[src/rtl/dvi_pkg.sv]
// Shared types and default 640x480@60 timing for the DVI video path.
package dvi_pkg;

    typedef enum logic [1:0] {
        PAT_BARS  = 2'd0,
        PAT_CHECK = 2'd1,
        PAT_GRAD  = 2'd2,
        PAT_SOLID = 2'd3
    } pattern_e;

    typedef struct packed {
        logic [7:0] r;
        logic [7:0] g;
        logic [7:0] b;
    } rgb_t;

    localparam int unsigned DEF_H_ACTIVE = 640;
    localparam int unsigned DEF_H_FP     = 16;
    localparam int unsigned DEF_H_SYNC   = 96;
    localparam int unsigned DEF_H_BP     = 48;
    localparam int unsigned DEF_V_ACTIVE = 480;
    localparam int unsigned DEF_V_FP     = 10;
    localparam int unsigned DEF_V_SYNC   = 2;
    localparam int unsigned DEF_V_BP     = 33;
    localparam bit          DEF_H_POL    = 1'b0;
    localparam bit          DEF_V_POL    = 1'b0;

    // Bar order white..black is a binary down-count on {G,R,B}.
    function automatic rgb_t bar_colour(input logic [2:0] idx);
        rgb_t c;
        c.r = {8{~idx[1]}};
        c.g = {8{~idx[2]}};
        c.b = {8{~idx[0]}};
        return c;
    endfunction

endpackage

[src/rtl/test_pattern_gen.sv]
// Test-pattern colour for the current counter position; combinational apart
// from the colour-bar sub-counter that follows the line counter.
module test_pattern_gen
    import dvi_pkg::*;
#(
    parameter int unsigned H_ACTIVE = DEF_H_ACTIVE,
    parameter int unsigned H_TOTAL  = DEF_H_ACTIVE + DEF_H_FP + DEF_H_SYNC + DEF_H_BP,
    parameter int unsigned XW       = $clog2(H_TOTAL)
) (
    input  logic          pixel_clk_i,
    input  logic          rst_i,
    input  logic [XW-1:0] h_i,
    input  logic [7:0]    y_i,
    input  logic          de_i,
    input  pattern_e      sel_i,
    input  rgb_t          solid_i,
    output rgb_t          rgb_o
);

    localparam int unsigned BAR_W = H_ACTIVE / 8;
    localparam logic [XW-1:0] H_LAST   = XW'(H_TOTAL - 1);
    localparam logic [XW-1:0] BAR_LAST = XW'(BAR_W - 1);

    logic [XW-1:0] bar_px_q, bar_px_d;
    logic [2:0]    bar_idx_q, bar_idx_d;
    logic [7:0]    x8;

    assign x8 = 8'(h_i);

    // Bar position advances with h and restarts with every line, so no divider is needed.
    always_comb begin
        bar_px_d  = bar_px_q + XW'(1);
        bar_idx_d = bar_idx_q;
        if (h_i == H_LAST) begin
            bar_px_d  = '0;
            bar_idx_d = '0;
        end else if (bar_px_q == BAR_LAST) begin
            bar_px_d  = '0;
            bar_idx_d = bar_idx_q + 3'd1;
        end
    end

    // Bar sub-counter state.
    always_ff @(posedge pixel_clk_i) begin
        if (rst_i) begin
            bar_px_q  <= '0;
            bar_idx_q <= '0;
        end else begin
            bar_px_q  <= bar_px_d;
            bar_idx_q <= bar_idx_d;
        end
    end

    // Pattern select; blanking is forced black here.
    always_comb begin
        rgb_o = '0;
        if (de_i) begin
            unique case (sel_i)
                PAT_BARS:  rgb_o = bar_colour(bar_idx_q);
                PAT_CHECK: rgb_o = (x8[5] ^ y_i[5]) ? '1 : '0;
                PAT_GRAD: begin
                    rgb_o.r = x8;
                    rgb_o.g = y_i;
                    rgb_o.b = x8 + y_i;
                end
                PAT_SOLID: rgb_o = solid_i;
            endcase
        end
    end

endmodule

[src/rtl/video_timing_gen.sv]
// Raster timing and test-pattern source feeding the DVI encoders. Every output
// is registered from the same counter state, giving one cycle of latency.
module video_timing_gen
    import dvi_pkg::*;
#(
    parameter int unsigned H_ACTIVE = DEF_H_ACTIVE,
    parameter int unsigned H_FP     = DEF_H_FP,
    parameter int unsigned H_SYNC   = DEF_H_SYNC,
    parameter int unsigned H_BP     = DEF_H_BP,
    parameter int unsigned V_ACTIVE = DEF_V_ACTIVE,
    parameter int unsigned V_FP     = DEF_V_FP,
    parameter int unsigned V_SYNC   = DEF_V_SYNC,
    parameter int unsigned V_BP     = DEF_V_BP,
    parameter bit          H_POL    = DEF_H_POL,
    parameter bit          V_POL    = DEF_V_POL,
    localparam int unsigned H_TOTAL = H_ACTIVE + H_FP + H_SYNC + H_BP,
    localparam int unsigned V_TOTAL = V_ACTIVE + V_FP + V_SYNC + V_BP,
    localparam int unsigned XW      = $clog2(H_TOTAL),
    localparam int unsigned YW      = $clog2(V_TOTAL)
) (
    input  logic          pixel_clk_i,
    input  logic          rst_i,
    input  logic [1:0]    pattern_sel_i,
    input  logic [23:0]   solid_rgb_i,
    output logic          hsync_o,
    output logic          vsync_o,
    output logic          de_o,
    output logic [XW-1:0] x_o,
    output logic [YW-1:0] y_o,
    output logic          frame_start_o,
    output logic [7:0]    red_o,
    output logic [7:0]    green_o,
    output logic [7:0]    blue_o
);

    localparam logic [XW-1:0] H_LAST   = XW'(H_TOTAL - 1);
    localparam logic [YW-1:0] V_LAST   = YW'(V_TOTAL - 1);
    localparam logic [XW-1:0] H_ACT    = XW'(H_ACTIVE);
    localparam logic [YW-1:0] V_ACT    = YW'(V_ACTIVE);
    localparam logic [XW-1:0] HS_START = XW'(H_ACTIVE + H_FP);
    localparam logic [XW-1:0] HS_END   = XW'(H_ACTIVE + H_FP + H_SYNC);
    localparam logic [YW-1:0] VS_START = YW'(V_ACTIVE + V_FP);
    localparam logic [YW-1:0] VS_END   = YW'(V_ACTIVE + V_FP + V_SYNC);

    logic [XW-1:0] h_q, h_d;
    logic [YW-1:0] v_q, v_d;
    logic          origin, de_c, hs_c, vs_c;
    pattern_e      sel_q, sel_c;
    rgb_t          solid_q, solid_c, pat_rgb;
    logic [7:0]    y8;

    // Raster counter next state.
    always_comb begin
        h_d = h_q + XW'(1);
        v_d = v_q;
        if (h_q == H_LAST) begin
            h_d = '0;
            v_d = (v_q == V_LAST) ? '0 : v_q + YW'(1);
        end
    end

    // Position decode for the pixel presented at the next edge.
    always_comb begin
        origin = (h_q == '0) && (v_q == '0);
        de_c   = (h_q < H_ACT) && (v_q < V_ACT);
        hs_c   = (h_q >= HS_START) && (h_q < HS_END);
        vs_c   = (v_q >= VS_START) && (v_q < VS_END);
        // Pixel (0,0) already uses the newly sampled selection.
        sel_c   = origin ? pattern_e'(pattern_sel_i) : sel_q;
        solid_c = origin ? rgb_t'(solid_rgb_i) : solid_q;
    end

    // Raster counters.
    always_ff @(posedge pixel_clk_i) begin
        if (rst_i) begin
            h_q <= '0;
            v_q <= '0;
        end else begin
            h_q <= h_d;
            v_q <= v_d;
        end
    end

    // Pattern selection is latched once per frame to avoid tearing.
    always_ff @(posedge pixel_clk_i) begin
        if (rst_i) begin
            sel_q   <= PAT_BARS;
            solid_q <= '0;
        end else if (origin) begin
            sel_q   <= sel_c;
            solid_q <= solid_c;
        end
    end

    assign y8 = 8'(v_q);

    test_pattern_gen #(
        .H_ACTIVE (H_ACTIVE),
        .H_TOTAL  (H_TOTAL),
        .XW       (XW)
    ) u_pattern (
        .pixel_clk_i (pixel_clk_i),
        .rst_i       (rst_i),
        .h_i         (h_q),
        .y_i         (y8),
        .de_i        (de_c),
        .sel_i       (sel_c),
        .solid_i     (solid_c),
        .rgb_o       (pat_rgb)
    );

    // Output register: all outputs describe the same (h, v).
    always_ff @(posedge pixel_clk_i) begin
        if (rst_i) begin
            de_o          <= 1'b0;
            hsync_o       <= ~H_POL;
            vsync_o       <= ~V_POL;
            x_o           <= '0;
            y_o           <= '0;
            frame_start_o <= 1'b0;
            red_o         <= '0;
            green_o       <= '0;
            blue_o        <= '0;
        end else begin
            de_o          <= de_c;
            hsync_o       <= hs_c ? H_POL : ~H_POL;
            vsync_o       <= vs_c ? V_POL : ~V_POL;
            x_o           <= de_c ? h_q : '0;
            y_o           <= de_c ? v_q : '0;
            frame_start_o <= origin;
            red_o         <= pat_rgb.r;
            green_o       <= pat_rgb.g;
            blue_o        <= pat_rgb.b;
        end
    end

endmodule
[config.mk]
export PLATFORM = sky130hd
export DESIGN_NAME = video_timing_gen
export DESIGN_NICKNAME = d
export VERILOG_FILES = /design/src/rtl/dvi_pkg.sv /design/src/rtl/test_pattern_gen.sv /design/src/rtl/video_timing_gen.sv
export SDC_FILE = /design/constraint.sdc
export NUM_CORES = 1
export LEC_CHECK = 0
export CAP_MARGIN = 10
export CORE_ASPECT_RATIO = 0.7
export CORE_UTILIZATION = 53
export DETAILED_ROUTE_END_ITERATION = 7
export PLACE_DENSITY = 0.77
export SLEW_MARGIN = 20
export SYNTH_ARGS = -nofsm -noshare
export SYNTH_HDL_FRONTEND = slang
export SYNTH_SLANG_ARGS = --single-unit
[constraint.sdc]
create_clock -name pixel_clk_i -period 3.8 [get_ports pixel_clk_i]
set_clock_uncertainty 0.15 [all_clocks]
set_input_delay 0.76 -clock pixel_clk_i [delete_from_list [all_inputs] [get_ports pixel_clk_i]]
set_output_delay 0.76 -clock pixel_clk_i [all_outputs]
set_load 0.005 [all_outputs]
# After elaboration in Yosys (flattened, before gate mapping)
# Index checks and enable logic that the tools add are counted.
totals:
  reg_bits: 107
  in_bits: 28
classes:
  n_reduce_logical: 10
  magnitude_cmp: 6
  muxes: 7
  n_addsub: 5
  bitwise: 5
  eq_ne: 6
op_table:
  columns: ["op", "n"]
  rows:
  - ["$pmux 24 s4", 1]
  - ["$mux 24", 2]
  - ["$add 10x1->10 const B", 3]
  - ["$eq 10x10->1 const B", 2]
  - ["$logic_not 10->1", 2]
  - ["$lt 10x10->1 const B", 2]
  - ["$lt 10x9->1 const B", 2]
  - ["$eq 10x7->1 const B", 1]
  - ["$ge 10x10->1 const B", 1]
  - ["$ge 10x9->1 const B", 1]
  - ["$mux 10", 1]
  - ["$add 8x8->8", 1]
  - ["$eq 2x2->1 const B", 2]
  - ["$logic_and 1x1->1", 4]
  - ["$not 1->1", 4]
  - ["$reduce_or 2->1", 2]
  - ["$add 3x1->3 const B", 1]
  - ["$reduce_or 3->1", 1]
  - ["$eq 2x1->1 const B", 1]
  - ["$logic_not 2->1", 1]
  - ["$mux 1", 2]
  - ["$mux 2", 1]
  - ["$xor 1x1->1", 1]

# Longest topological paths before layout
# Gate-level depths: netlist of the first run.
logic_depth:
  depth_word: 5
  depth_mapped: 9

# Modules after synthesis
# From an unflattened synthesis of the first run, not the netlist that was laid out.
hier_totals:
  hier_cells: 568
  hier_area_um2: 4809.6
modules_own_cells:
  columns: ["mod", "cells_each", "area_each_um2", "n_inst"]
  rows:
  - ["video_timing_gen", 379, 3478.3, 1]
  - ["test_pattern_gen", 189, 1331.3, 1]

# Worst setup path before layout of the first run
# OpenSTA, ideal clock, no wires.
synth_timing:
  kind: "reg2reg"
  startpoint: "reg h_q[1]"
  endpoint: "reg blue_o[0]"
  t_required_ps: 3513
  arrival_ps: 2487
  path_stages_with_launch: 10
  path_buffers: 1
  setup_slack_ps: 1026
  setup_ps: 137
  cell_sequence: "dfxtp_1 -> inv_1 -> ha_1 -> or3b_1 -> or4_4 -> nor2_8 -> mux2i_2 -> nand2b_4 -> buf_6 -> o21ai_1"
synth_between:
  elab_chain_len: 5
  word_cells_on_any_way: 13
  classes_between: "order compare (1); eq/ne (3); mux (3); bitwise (1); reduce/logical (5)"
synth_rtl:
  columns: ["element", "line_no", "rtl"]
  rows:
  - ["from (decl)", "video_timing_gen.sv:45", "logic [XW-1:0] h_q, h_d;"]
  - ["from (signal assigned)", "video_timing_gen.sv:76", "h_q <= '0;"]
  - ["from (signal assigned)", "video_timing_gen.sv:79", "h_q <= h_d;"]
  - ["$logic_not 10->1", "video_timing_gen.sv:64", "origin = (h_q == '0) && (v_q == '0);"]
  - ["$logic_and 1x1->1", "video_timing_gen.sv:64", null]
  - ["$mux 2", "video_timing_gen.sv:69", "sel_c = origin ? pattern_e'(pattern_sel_i) : sel_q;"]
  - ["$eq 2x2->1 (tied with other cells)", "test_pattern_gen.sv:58", "unique case (sel_i)"]
  - ["$pmux 24 s4", "test_pattern_gen.sv:58", null]
  - ["to (signal assigned)", "video_timing_gen.sv:133", "blue_o <= pat_rgb.b;"]
  - ["to (decl)", "video_timing_gen.sv:33", "output logic [7:0] blue_o"]
# Parallel ways exist; a longest one is shown, timed or not.
# A chain may end at the register's enable or synchronous reset.

# Final worst setup path of the first run
layout_timing:
  startpoint: "reg h_q[1]"
  endpoint: "reg green_o[7]"
layout_between:
  elab_chain_len: 5
  word_cells_on_any_way: 13
  classes_between: "order compare (1); eq/ne (3); mux (3); bitwise (1); reduce/logical (5)"
layout_rtl:
  columns: ["element", "line_no", "rtl"]
  rows:
  - ["$logic_not 10->1", "video_timing_gen.sv:64", null]
  - ["$logic_and 1x1->1", "video_timing_gen.sv:64", null]
  - ["$mux 2", "video_timing_gen.sv:69", null]
  - ["$eq 2x2->1 (tied with other cells)", "test_pattern_gen.sv:58", null]
  - ["$pmux 24 s4", "test_pattern_gen.sv:58", null]
  - ["to (signal assigned)", "video_timing_gen.sv:132", "green_o <= pat_rgb.g;"]
  - ["to (decl)", "video_timing_gen.sv:32", "output logic [7:0] green_o,"]
# Parallel ways exist; a longest one is shown, timed or not.

==> results of run 1 <==
[where the power goes]
group,internal (mW),switching (mW),leakage [nW]
registers,1.20,0.0303,0.876
logic,0.235,0.185,1.27
clock network,0.546,0.395,0.153
[final timing paths]
| kind | cells past startpoint | to |
|---|---|---|
| max | 8 | green_o[7] |
| min | 1 | u_pattern.bar_px_q[0] |
| max reg2reg | 8 | green_o[7] |
| min reg2reg | 1 | u_pattern.bar_px_q[0] |
[per-layer routing]
layer,vias to the layer above,global-route usage (%),part of all wire [%]
li1,1660,-,-
met1,1603,36.2,48
met5,-,0,0
met2,120,40.8,44
met4,0,8.65,1.3
met3,16,6.49,6.5
[stage by stage]
stage               std cells  power (mW)  utilization (%)  setup WS (ps)
floorplan                 442        1.49                -           1030
global placement          604        1.67             66.1            795
detailed placement        604        1.68             66.1            742
CTS                       620        2.61             69.9            726
global route              620        2.70             69.9            550
finish                    620        2.59             69.9            693
[worst register-to-register path: stages, from the launching register on]
cell and delay (ps):
sky130_fd_sc_hd__dfxtp_1 420, sky130_fd_sc_hd__inv_1 110, sky130_fd_sc_hd__ha_1 140, sky130_fd_sc_hd__or3b_1 390
sky130_fd_sc_hd__or4_4 580, sky130_fd_sc_hd__nor2_8 160, sky130_fd_sc_hd__mux2i_2 490, sky130_fd_sc_hd__nand2b_4 390
sky130_fd_sc_hd__o21ai_0 140
[cell families after synthesis]
logic type	after synthesis	share of synthesized area, %
other cells	1	0.0837
fa+ha+maj	14	4.08
simple gates	158	20.3
xor+xnor	32	6.26
flops	107	47.8
compound gates	51	6.96
buf+inv	32	3.32
mux	47	11.2
[cell usage in the layout, fill, tap and decap left out, drive strengths merged, types with 12 or more instances in the layout]
master / synthesis / layout
ha: 13 / 13
xor2: 16 / 16
mux2: 22 / 22
xnor2: 16 / 16
nor2: 43 / 43
nand3: 20 / 20
mux2i: 25 / 25
clkbuf: 13 / 12
nor2b: 21 / 21
dfxtp: 107 / 107
and2: 22 / 22
clkdlybuf4s50: 0 / 75
o21ai: 29 / 29
[flip-flops by register name, summed over array words and instances, names as in the netlist, 2 cells and up]
| register | count |
|---|---|
| solid_q | 24 |
| h_q | 10 |
| u_pattern.bar_px_q | 10 |
| v_q | 10 |
| x_o | 10 |
| y_o | 10 |
| blue_o | 8 |
| green_o | 8 |
| red_o | 8 |
| u_pattern.bar_idx_q | 3 |
| sel_q | 2 |
[layout make-up]
class	instances	share of cell area, %
multi-input combinational	303	38.9
inverter	10	0.668
tap	101	2.25
sequential	107	38.1
timing repair buffer	83	14.6
clock buffer	12	4.56
clock inverter	4	0.868
==> results.txt, run 1 <==
----------------------------------------------------
[STA]
  Slew margin rel. ... 38.7%
  Worst hold margin ... 307 ps
  TNS Setup ... 0 ps
  FMAX ... 0.322 GHz
  Number of hold violations in the final report ... 0
  Final-report max-slew violation count ... 0
  Setup-violating endpoint count in the final report ... 0
  Transition time at the pin with the least slew margin ... 912 ps
  Portion of the clock cycle consumed by the worst path in the final layout ... 81.8%
  Time the worst path needs with I/O delays and setup ... 3110 ps
  RSZ-0062 raised after global routing ... false

[Clocking]
  Post-CTS sizing ... 0
  Max Buffers Root-to-Sink ... 2
  CTS clk-pin slew, worst paths ... 70 ps
  Hold buffers post-CTS ... 0
  Depth of the CTS H-tree ... 3
  Number of sinks on the clock net ... 107
  Source-to-sink clock delay at the later pin of the worst-skew pair ... 350 ps
  Post-CTS Setup Repair Bufs ... 0
  Clock tree root buffer cell ... sky130_fd_sc_hd__clkbuf_16
  TritonCTS Buffers ... 9
  Clock tree from TritonCTS ... done

[Logic synthesis]
  Warnings from Yosys ... 0
  Share of synthesized flip-flops with an asynchronous set or reset ... 0%
  Summed instance area of the synthesized netlist ... 4480 µm²
  Post-synthesis cell type count ... 56
  Prevailing post-synth register cell ... sky130_fd_sc_hd__dfxtp_1
  Post-synth top area cell ... sky130_fd_sc_hd__dfxtp_1
  Area fraction of the dominant cell type after synthesis ... 47.8%
  Post-synthesis sequential area ratio ... 47.8%
  Average instance area after synthesis ... 10.1 µm²
  Number of enable-type register cells in the synthesized netlist ... 0
  Top post-synthesis cells by area ... sky130_fd_sc_hd__dfxtp_1 48%, sky130_fd_sc_hd__mux2i_1 5.4%, sky130_fd_sc_hd__mux2_2 5.3%, sky130_fd_sc_hd__ha_1 3.6%, sky130_fd_sc_hd__nor2_1 3.5%
  Flip-flop and latch count after synthesis ... 107
  Synthesized Nets ... 484
  Synth cell count leaders ... 107 x sky130_fd_sc_hd__dfxtp_1, 42 x sky130_fd_sc_hd__nor2_1, 24 x sky130_fd_sc_hd__mux2i_1
  Post-synthesis instance total ... 442
  Most instantiated library cell after synthesis ... sky130_fd_sc_hd__dfxtp_1

[Placed design]
  Final HPWL DP ... 7.54 mm
  Final weighted congestion of routability-driven global placement ... 0.925
  Count of port buffers added during placement ... 75
  Cell area after placement ... 5320 µm²

[Critical path]
  Peak fanout along the critical path ... 23
  Crit Reg-Reg Startpoint ... h_q[1]
  Maximum single-stage delay on the critical path ... 580 ps
  CP Buf/Inv Count ... 1
  Top delay family on crit path ... simple AND/OR/NAND/NOR gates
  Critical Path End Type ... flip-flop
  Launching instance or port of the critical path ... h_q[1]
  Endpoint required time on the critical path ... 3860 ps
  Endpoint arrival time on the critical path ... 3160 ps
  Cell-by-cell listing of the critical path ... inv_1 > ha_1 > or3b_1 > or4_4 > nor2_8 > mux2i_2 > nand2b_4 > o21ai_0
  Highest-delay cell along the critical path ... sky130_fd_sc_hd__or4_4
  Startpoint type of the worst setup path ... flip-flop
  R2r setup slk ... 690 ps
  Critical path class ... flip-flop to flip-flop

[Final layout]
  Count of inserted antenna diode cells ... 0
  Total number of nets in the final design ... 556
  Multi-input combinational cell area ... 2190 µm²
  Share of cells above drive strength 1 ... 11.2%
  Register area ... 2140 µm²
  Final-layout fill cell count ... 640
  Relative area change from synthesis to final layout ... 25.5%
  Design area ... 5620 µm²

[Routing]
  First DRT Iteration DRCs ... 213
  Total via count after detailed routing ... 3,399
  DRC viols ... 10
  First-pass detailed-route iteration total ... 7
  Vias per Instance ... 5.48
  DRT antenna net count ... 0
  Wirelength per Cell ... 17.4 µm
  Total wirelength of the detailed-routed design ... 10.8 mm

[GRT]
  Total grt overflow ... 0
  Number of antenna violations at the first check in global routing ... 0
  Vias in the first global route ... 3,402
  First-pass GRT wire length ... 17.7 mm
  Pin count of the biggest net entering global routing ... 36
  Total global routing track utilization ... 26.4%

[Run status]
  Status ... finished with violations
  Violated checks ... design-rule violations

[Worst hold path]
  Launch instance of the worst min-delay path ... u_pattern.bar_px_q[0]
  Type of the worst min-delay path ... flip-flop to flip-flop

[Power]
  Max rail drop VDD ... 273 µV
  Leakage power figure ... 2.30 nW
  Power per unit of standard cell area ... 461 nW/µm²

[Floorplanning]
  Chip Width ... 112 µm
  Die area ... 8830 µm²
  FP Rows ... 27
  DIE HEIGHT ... 78.9 µm
  I/O pins ... 76
  Floorplan core area ... 8040 µm²
  Starting density of the core ... 55.7%

[Run]
  Number of maximum-capacitance constraint violations ... 0

----------------------------------------------------
Note: power is estimated with default switching activity, not from simulation.
==> run 2: changes to the inputs <==
CORE_UTILIZATION = 48   (was 53)
PLACE_DENSITY = 0.73   (was 0.77)
clock period = 2.71 ns   (was 3.8 ns; I/O delays follow)
==> results.txt, run 2 (same netlist as run 1, synthesis figures left out) <==
----------------------------------------------------
[Run status]
  Violated checks ... negative setup slack
  Status ... finished with violations

[Floorplanning]
  Starting density of the core ... 49.4%
  DIE HEIGHT ... 82.8 µm
  Die area ... 9730 µm²
  FP Rows ... 29
  I/O pins ... 76
  Chip Width ... 117 µm
  Floorplan core area ... 9070 µm²

[STA]
  RSZ-0062 raised after global routing ... true
  Time the worst path needs with I/O delays and setup ... 2750 ps
  Final-report max-slew violation count ... 0
  Final setup margin ... -42.9 ps
  FMAX ... 0.363 GHz
  Setup-violating endpoint count in the final report ... 12
  Number of hold violations in the final report ... 0
  Portion of the clock cycle consumed by the worst path in the final layout ... 102%
  Worst hold margin ... 304 ps

[Clocking]
  Depth of the CTS H-tree ... 3
  CTS clk-pin slew, worst paths ... 70 ps
  Clock tree root buffer cell ... sky130_fd_sc_hd__clkbuf_16
  Clock tree from TritonCTS ... done
  TritonCTS Buffers ... 9
  Source-to-sink clock delay at the later pin of the worst-skew pair ... 360 ps
  Number of sinks on the clock net ... 107
  Max Buffers Root-to-Sink ... 2
  Hold buffers post-CTS ... 0

[Power]
  Power per unit of standard cell area ... 611 nW/µm²
  Max rail drop VDD ... 379 µV
  Leakage power figure ... 2.55 nW

[Worst hold path]
  Type of the worst min-delay path ... flip-flop to flip-flop
  WHS Endpoint ... u_pattern.bar_px_q[0]
  Launch instance of the worst min-delay path ... u_pattern.bar_px_q[0]
  Cell depth of the worst min-delay path ... 1

[Critical path]
  Peak fanout along the critical path ... 6
  R2R depth ... 7
  Critical path's most frequent cell ... sky130_fd_sc_hd__or4_4
  CP Buf/Inv Count ... 1
  Critical Path End Type ... flip-flop
  Cell-by-cell listing of the critical path ... or4_4 > or4_4 > nor2_8 > mux2i_4 > o211ai_1 > buf_4 > o21ai_1
  Crit Reg-Reg Startpoint ... v_q[3]
  Endpoint arrival time on the critical path ... 2880 ps
  R2r setup slk ... -40 ps
  Reg2Reg Capture Point ... blue_o[3]
  Startpoint type of the worst setup path ... flip-flop
  Endpoint required time on the critical path ... 2840 ps
  Top delay family on crit path ... simple AND/OR/NAND/NOR gates
  Maximum single-stage delay on the critical path ... 580 ps
  Critical path class ... flip-flop to flip-flop
  Highest-delay cell along the critical path ... sky130_fd_sc_hd__or4_4

[Final layout]
  Total number of nets in the final design ... 590
  Count of inserted antenna diode cells ... 0
  Flip-flop count of the largest register, all copies and words added ... 24
  Share of cells above drive strength 1 ... 17.7%
  Most flops, register ... solid_q
  Final design utilization ... 67.3%
  Most used cells in the layout excluding fill and tap cells ... 106 x sky130_fd_sc_hd__dfxtp_1, 75 x sky130_fd_sc_hd__clkdlybuf4s50_1, 42 x sky130_fd_sc_hd__nor2_1
  Commonest non-fill, non-tap cell in the layout ... sky130_fd_sc_hd__dfxtp_1
  Relative area change from synthesis to final layout ... 36.3%

[Routing]
  First-pass detailed-route iteration total ... 4
  Highest metal used ... met4
  Vias per Instance ... 5.22
  DRC viols ... 0
  DRT antenna net count ... 0
  Wirelength per Cell ... 17.1 µm
  Met2 Wirelength ... 5.17 mm
  Total via count after detailed routing ... 3,536
  Met3 Routed Length ... 677 µm
  First DRT Iteration DRCs ... 224
  Total wirelength of the detailed-routed design ... 11.6 mm
  M1 wire length ... 5.48 mm

[Placed design]
  Worst slack, placed ... 41.4 ps
  Count of port buffers added during placement ... 75
  Final weighted congestion of routability-driven global placement ... 0.822
  Final HPWL DP ... 7.56 mm

[GRT]
  Total global routing track utilization ... 23.1%
  Number of antenna violations at the first check in global routing ... 0
  Total grt overflow ... 0
  Vias in the first global route ... 3,334
  First-pass GRT wire length ... 17.3 mm
  Pin count of the biggest net entering global routing ... 24

[Run]
  Number of maximum-capacitance constraint violations ... 0

----------------------------------------------------
[run 2: how the worst max path moves through the flow]
stage          startpoint   endpoint  slack, ps  cells after the start
2_1_floorplan      h_q[1]  blue_o[0]         20                      9
3_5_place_dp       h_q[0]   red_o[6]         40                      9
6_report           v_q[3]  blue_o[3]        -40                      7
5_1_grt            v_q[3]  blue_o[3]       -140                      7
3_3_place_gp       h_q[0]   red_o[6]         70                      9
4_1_cts            h_q[0]  blue_o[2]         20                      9
[run 2: area by class of cell]
| type | count | area [µm²] |
|---|---|---|
| fill | 694 | 2970 |
| multi-input combinational | 305 | 2350 |
| sequential | 107 | 2140 |
| timing repair buffer | 115 | 1140 |
| clock buffer | 13 | 250 |
| tap | 124 | 155 |
| inverter | 10 | 37.5 |
| clock inverter | 3 | 23.8 |
[run 2: stage by stage]
stage	cells	area [µm²]	setup TNS [ps]	total power [mW]
CTS	668	5830	0	3.60
finish	677	6100	-276	3.73
detailed placement	652	5550	0	2.39
global placement	652	5550	0	2.37
global route	677	6100	-1610	3.88
floorplan	442	4490	0	2.09
[run 2: per-layer routing]
layer | global-route usage [%] | vias to the layer above
met5 | 0 | -
li1 | - | 1718
met1 | 31.1 | 1680
met3 | 7.01 | 21
met2 | 34.7 | 117
met4 | 9.09 | 0
[run 2: power breakdown]
part	internal [mW]	total, mW	switching, mW
Combinational	0.458	0.782	0.325
Sequential	1.69	1.72	0.0382
Clock	0.651	1.22	0.573
Total	2.80	3.73	0.935
[run 2: timing repair]
item / CTS / global route
endpoints found under the setup margin: 0 / 24
gates resized for setup: 0 / 38
buffers inserted: 0 / 4
==> run 3: changes to the inputs <==
MAX_ROUTING_LAYER = met4   (was not set)
==> results.txt, run 3 (same netlist as run 1, synthesis figures left out) <==
----------------------------------------------------
[Run status]
  Status ... finished with violations
  Violated checks ... negative setup slack

[Power]
  Switching share of power ... 24.9%
  Flop pwr share ... 46.5%
  Net Switching ... 0.921 mW
  Combinational share of power ... 20.6%
  Max rail drop VDD ... 379 µV
  Power per unit of standard cell area ... 610 nW/µm²
  Leakage power figure ... 2.54 nW
  Internal ... 2.78 mW
  Share of total power in the clock network ... 32.9%

[Final layout]
  Most used cells in the layout excluding fill and tap cells ... 106 x sky130_fd_sc_hd__dfxtp_1, 75 x sky130_fd_sc_hd__clkdlybuf4s50_1, 42 x sky130_fd_sc_hd__nor2_1
  Design area ... 6070 µm²
  Relative area change from synthesis to final layout ... 35.7%
  Commonest non-fill, non-tap cell in the layout ... sky130_fd_sc_hd__dfxtp_1
  Flip-flop count of the largest register, all copies and words added ... 24
  Final design utilization ... 67.0%
  Total number of nets in the final design ... 591
  Most flops, register ... solid_q
  Count of inserted antenna diode cells ... 0
  Share of cells above drive strength 1 ... 17.1%

[Routing]
  DRC viols ... 0
  First-pass detailed-route iteration total ... 4
  Vias per Instance ... 5.15
  Total via count after detailed routing ... 3,490
  Wirelength per Cell ... 16.8 µm
  First DRT Iteration DRCs ... 243
  DRT antenna net count ... 0
  Total wirelength of the detailed-routed design ... 11.4 mm

[GRT]
  Total global routing track utilization ... 23.8%
  Number of antenna violations at the first check in global routing ... 0
  Vias in the first global route ... 3,325
  Pin count of the biggest net entering global routing ... 24
  First-pass GRT wire length ... 17.3 mm
  Total grt overflow ... 0

[Worst hold path]
  Type of the worst min-delay path ... flip-flop to flip-flop

[Placed design]
  Final HPWL DP ... 7.56 mm
  Cell area after placement ... 5550 µm²
  Count of port buffers added during placement ... 75
  Final weighted congestion of routability-driven global placement ... 0.835

[Clocking]
  Number of sinks on the clock net ... 107
  Source-to-sink clock delay at the later pin of the worst-skew pair ... 350 ps
  TritonCTS Buffers ... 9
  Hold buffers post-CTS ... 0
  CTS clk-pin slew, worst paths ... 70 ps
  Depth of the CTS H-tree ... 3
  Clock tree from TritonCTS ... done
  Clock tree root buffer cell ... sky130_fd_sc_hd__clkbuf_16
  Max Buffers Root-to-Sink ... 2

[Critical path]
  Critical Path End Type ... flip-flop
  R2r setup slk ... -30 ps
  Maximum single-stage delay on the critical path ... 570 ps
  Endpoint arrival time on the critical path ... 2830 ps
  Endpoint required time on the critical path ... 2800 ps
  Peak fanout along the critical path ... 6
  Highest-delay cell along the critical path ... sky130_fd_sc_hd__or4_4
  Cell-by-cell listing of the critical path ... or4_4 > or4_4 > nor2_8 > mux2i_4 > buf_4 > mux2i_1 > o22ai_1
  Critical path class ... flip-flop to flip-flop
  Critical path's most frequent cell ... sky130_fd_sc_hd__or4_4
  Startpoint type of the worst setup path ... flip-flop

[STA]
  Portion of the clock cycle consumed by the worst path in the final layout ... 101%
  FMAX ... 0.364 GHz
  Setup-violating endpoint count in the final report ... 2
  RSZ-0062 raised after global routing ... true
  Final setup margin ... -33.9 ps
  Number of hold violations in the final report ... 0
  Time the worst path needs with I/O delays and setup ... 2740 ps
  Final-report max-slew violation count ... 0

[Floorplanning]
  Die area ... 9730 µm²
  Chip Width ... 117 µm
  Floorplan core area ... 9070 µm²
  Starting density of the core ... 49.4%
  I/O pins ... 76
  FP Rows ... 29
  DIE HEIGHT ... 82.8 µm

[Run]
  Number of maximum-capacitance constraint violations ... 0

----------------------------------------------------
## run 3: area by class of cell
cell class                      count  area, µm²
Fill cell                         708       3000
Multi-Input combinational cell    305       2330
Sequential cell                   107       2140
Timing Repair Buffer              116       1130
Clock buffer                       13        250
Tap cell                          124        155
Inverter                           10       37.5
Clock inverter                      3       23.8
## run 3: through the flow
step                power [mW]  hold WS [ps]  setup slack [ps]  cells  setup TNS, ps
finish                    3.70           298             -33.9    678          -34.0
global route              3.85           328              -102    678          -1120
floorplan                 2.09           263              20.6    442              0
CTS                       3.60           303              19.8    668              0
detailed placement        2.39           293              41.4    652              0
global placement          2.37           281              68.3    652              0
## run 3: critical path: cells and delay by family, from the launching register on
family          cells  cell delay [ps]
compound gates      1              100
buf+inv             1              160
flops               1              320
mux                 2              550
simple gates        3             1340
## run 3: repair_timing
action,CTS,global route
setup buffers,0,6
setup endpoints to repair,0,24
gates resized for setup,0,34
## run 3: worst paths after layout
check / from / endpoint / depth (start not counted)
max: v_q[3] / blue_o[2] / 7
max reg2reg: v_q[3] / blue_o[2] / 7
min: u_pattern.bar_px_q[0] / u_pattern.bar_px_q[0] / 1
min reg2reg: u_pattern.bar_px_q[0] / u_pattern.bar_px_q[0] / 1
## run 3: layer usage
metal / part of all wire, % / wire [µm] / track usage [%]
met5: 0 / 0 / -
met3: 5.5 / 629 / 6.94
met1: 49 / 5540 / 31.2
met2: 44 / 4990 / 34.7
met4: 1.9 / 222 / 9.09
## run 3: power by group through the flow
stage	clock, mW	combinational [mW]	sequential [mW]
finish	1.22	0.762	1.72
global route	1.31	0.811	1.73
CTS	1.24	0.634	1.72
detailed placement	0	0.627	1.76
global placement	0	0.616	1.76
floorplan	0	0.331	1.76
==> RTL edit, RTL diff (config.mk and constraints of run 2) <==
Take the reset off `h_q` and load it in a clocked block of its own.
--- a/src/rtl/video_timing_gen.sv
+++ b/src/rtl/video_timing_gen.sv
@@ -75,8 +75,10 @@
         if (rst_i) begin
-            h_q <= '0;
             v_q <= '0;
         end else begin
-            h_q <= h_d;
             v_q <= v_d;
         end
+    end
+
+    always_ff @(posedge pixel_clk_i) begin
+        h_q <= h_d;
     end
Formal check against the unedited RTL: not equivalent (Yosys sat finds a counterexample within 4 cycles, from zero or initial values and one cycle with rst_i high).
==> RTL edit against run 2 <==
Non-clock buffer count fell by 21; first-iteration DRC count shrank 28%; area after synthesis grew 7.6%; final area is 1.5% lower; routed wire length decreased by 9.9%; sequential cell count is the same; setup slack better by 0.33 ns.
Power is not compared: it rests on default switching activity, and its combinational part moved more than twofold at a synthesized area within 25%.
==> RTL edit: results (changes against run 2) <==
{
  "cells_and_area": {
    "layout_nets": {"value": 574, "change": "-2.7%"},
    "drive_above_1_share": {"value": 18.9, "unit": "%", "change": "+1.2 points"}
  },
  "routing": {
    "met3_length": {"value": 637, "unit": "µm", "change": "-5.9%"},
    "route.met2.wl": {"value": 4.52, "unit": "mm", "change": "-13%"},
    "wl_met1": {"value": 5.15, "unit": "mm", "change": "-6.1%"},
    "totalWireLength": {"value": 10.4, "unit": "mm", "change": "-9.9%"}
  },
  "synth": {
    "post_synth_fa_ha_maj_area_fraction": {"value": 3.79, "unit": "%", "change": "-0.29 points"},
    "synth_xor_xnor_area_share": {"value": 5.64, "unit": "%", "change": "-0.62 points"},
    "synthesized_instance_count": {"value": 453, "change": "+2.5%"},
    "synth.top_cells.by_area": "sky130_fd_sc_hd__dfxtp_1 (44%), sky130_fd_sc_hd__mux2i_1 (6.4%), sky130_fd_sc_hd__a2bb2oi_2 (6.2%)",
    "compound_gate_portion_of_the_synthesized_area": {"value": 16.3, "unit": "%", "change": "+9.3 points"},
    "mappedNetlistNets": {"value": 495, "change": "+2.3%"},
    "post_synth_mux_area_share": {"value": 7.69, "unit": "%", "change": "-3.5 points"},
    "portion_of_the_post_synthesis_area_used_by_sequential_elements": {"value": 44.5, "unit": "%", "change": "-3.4 points"}
  },
  "critical_path": {
    "setup.worst_path.end": "blue_o[6]",
    "worst-endpoint-arrival": {"value": 2.55, "unit": "ns", "change": "-0.33 ns"},
    "crit_path_max_fanout": {"value": 7, "change": "+1"},
    "reg2reg_setup_slack": {"value": 0.29, "unit": "ns", "change": "+0.33 ns"},
    "crit_path_start": "v_q[0]"
  },
  "global_routing": {
    "globalRouteMet2Util": {"value": 32.3, "unit": "%", "change": "-2.4 points"},
    "maximum_number_of_pins_on_one_net_before_global_route_repair": {"value": 30, "change": "+25%"},
    "grt_first_pass_wirelength": {"value": 17.1, "unit": "mm", "change": "-0.84%"},
    "met3_usage": {"value": 5.65, "unit": "%", "change": "-1.4 points"},
    "grt.total_usage": {"value": 21.5, "unit": "%", "change": "-1.7 points"}
  },
  "place": {
    "dp_hpwl": {"value": 7.60, "unit": "mm", "change": "+0.50%"},
    "placedCellCount": {"value": 649, "change": "-0.46%"},
    "global_placer_s_final_weighted_congestion": {"value": 0.839, "change": "+2.0%"},
    "placed_area": {"value": 0.00573, "unit": "mm²", "change": "+3.2%"}
  },
  "status": {
    "status": "finished clean"
  },
  "pwr": {
    "total_power_w": 0.00296
  },
  "timing": {
    "final.hold.worst_slack": {"value": 0.293, "unit": "ns", "change": "-0.0106 ns"}
  }
}
[RTL edit: cell types whose count changed after synthesis, moves of 6 or more]
| cell | delta |
|---|---|
| sky130_fd_sc_hd__a21oi_2 | +22 |
| sky130_fd_sc_hd__a2bb2oi_2 | +20 |
| sky130_fd_sc_hd__and2_1 | -8 |
| sky130_fd_sc_hd__mux2_2 | -20 |
| sky130_fd_sc_hd__mux2i_1 | +7 |
| sky130_fd_sc_hd__nand2_1 | +8 |
| sky130_fd_sc_hd__nor2_1 | +18 |
| sky130_fd_sc_hd__nor2b_1 | -20 |
| sky130_fd_sc_hd__o21ai_1 | -20 |
| sky130_fd_sc_hd__xnor2_1 | -6 |
[RTL edit: cell type report]
class | instances | area, µm²
sequential | 107 | 2140
multi-input combinational | 311 | 2480
inverter | 9 | 33.8
clock inverter | 2 | 37.5
timing repair buffer | 94 | 918
tap | 128 | 160
fill | 789 | 3710
clock buffer | 12 | 246
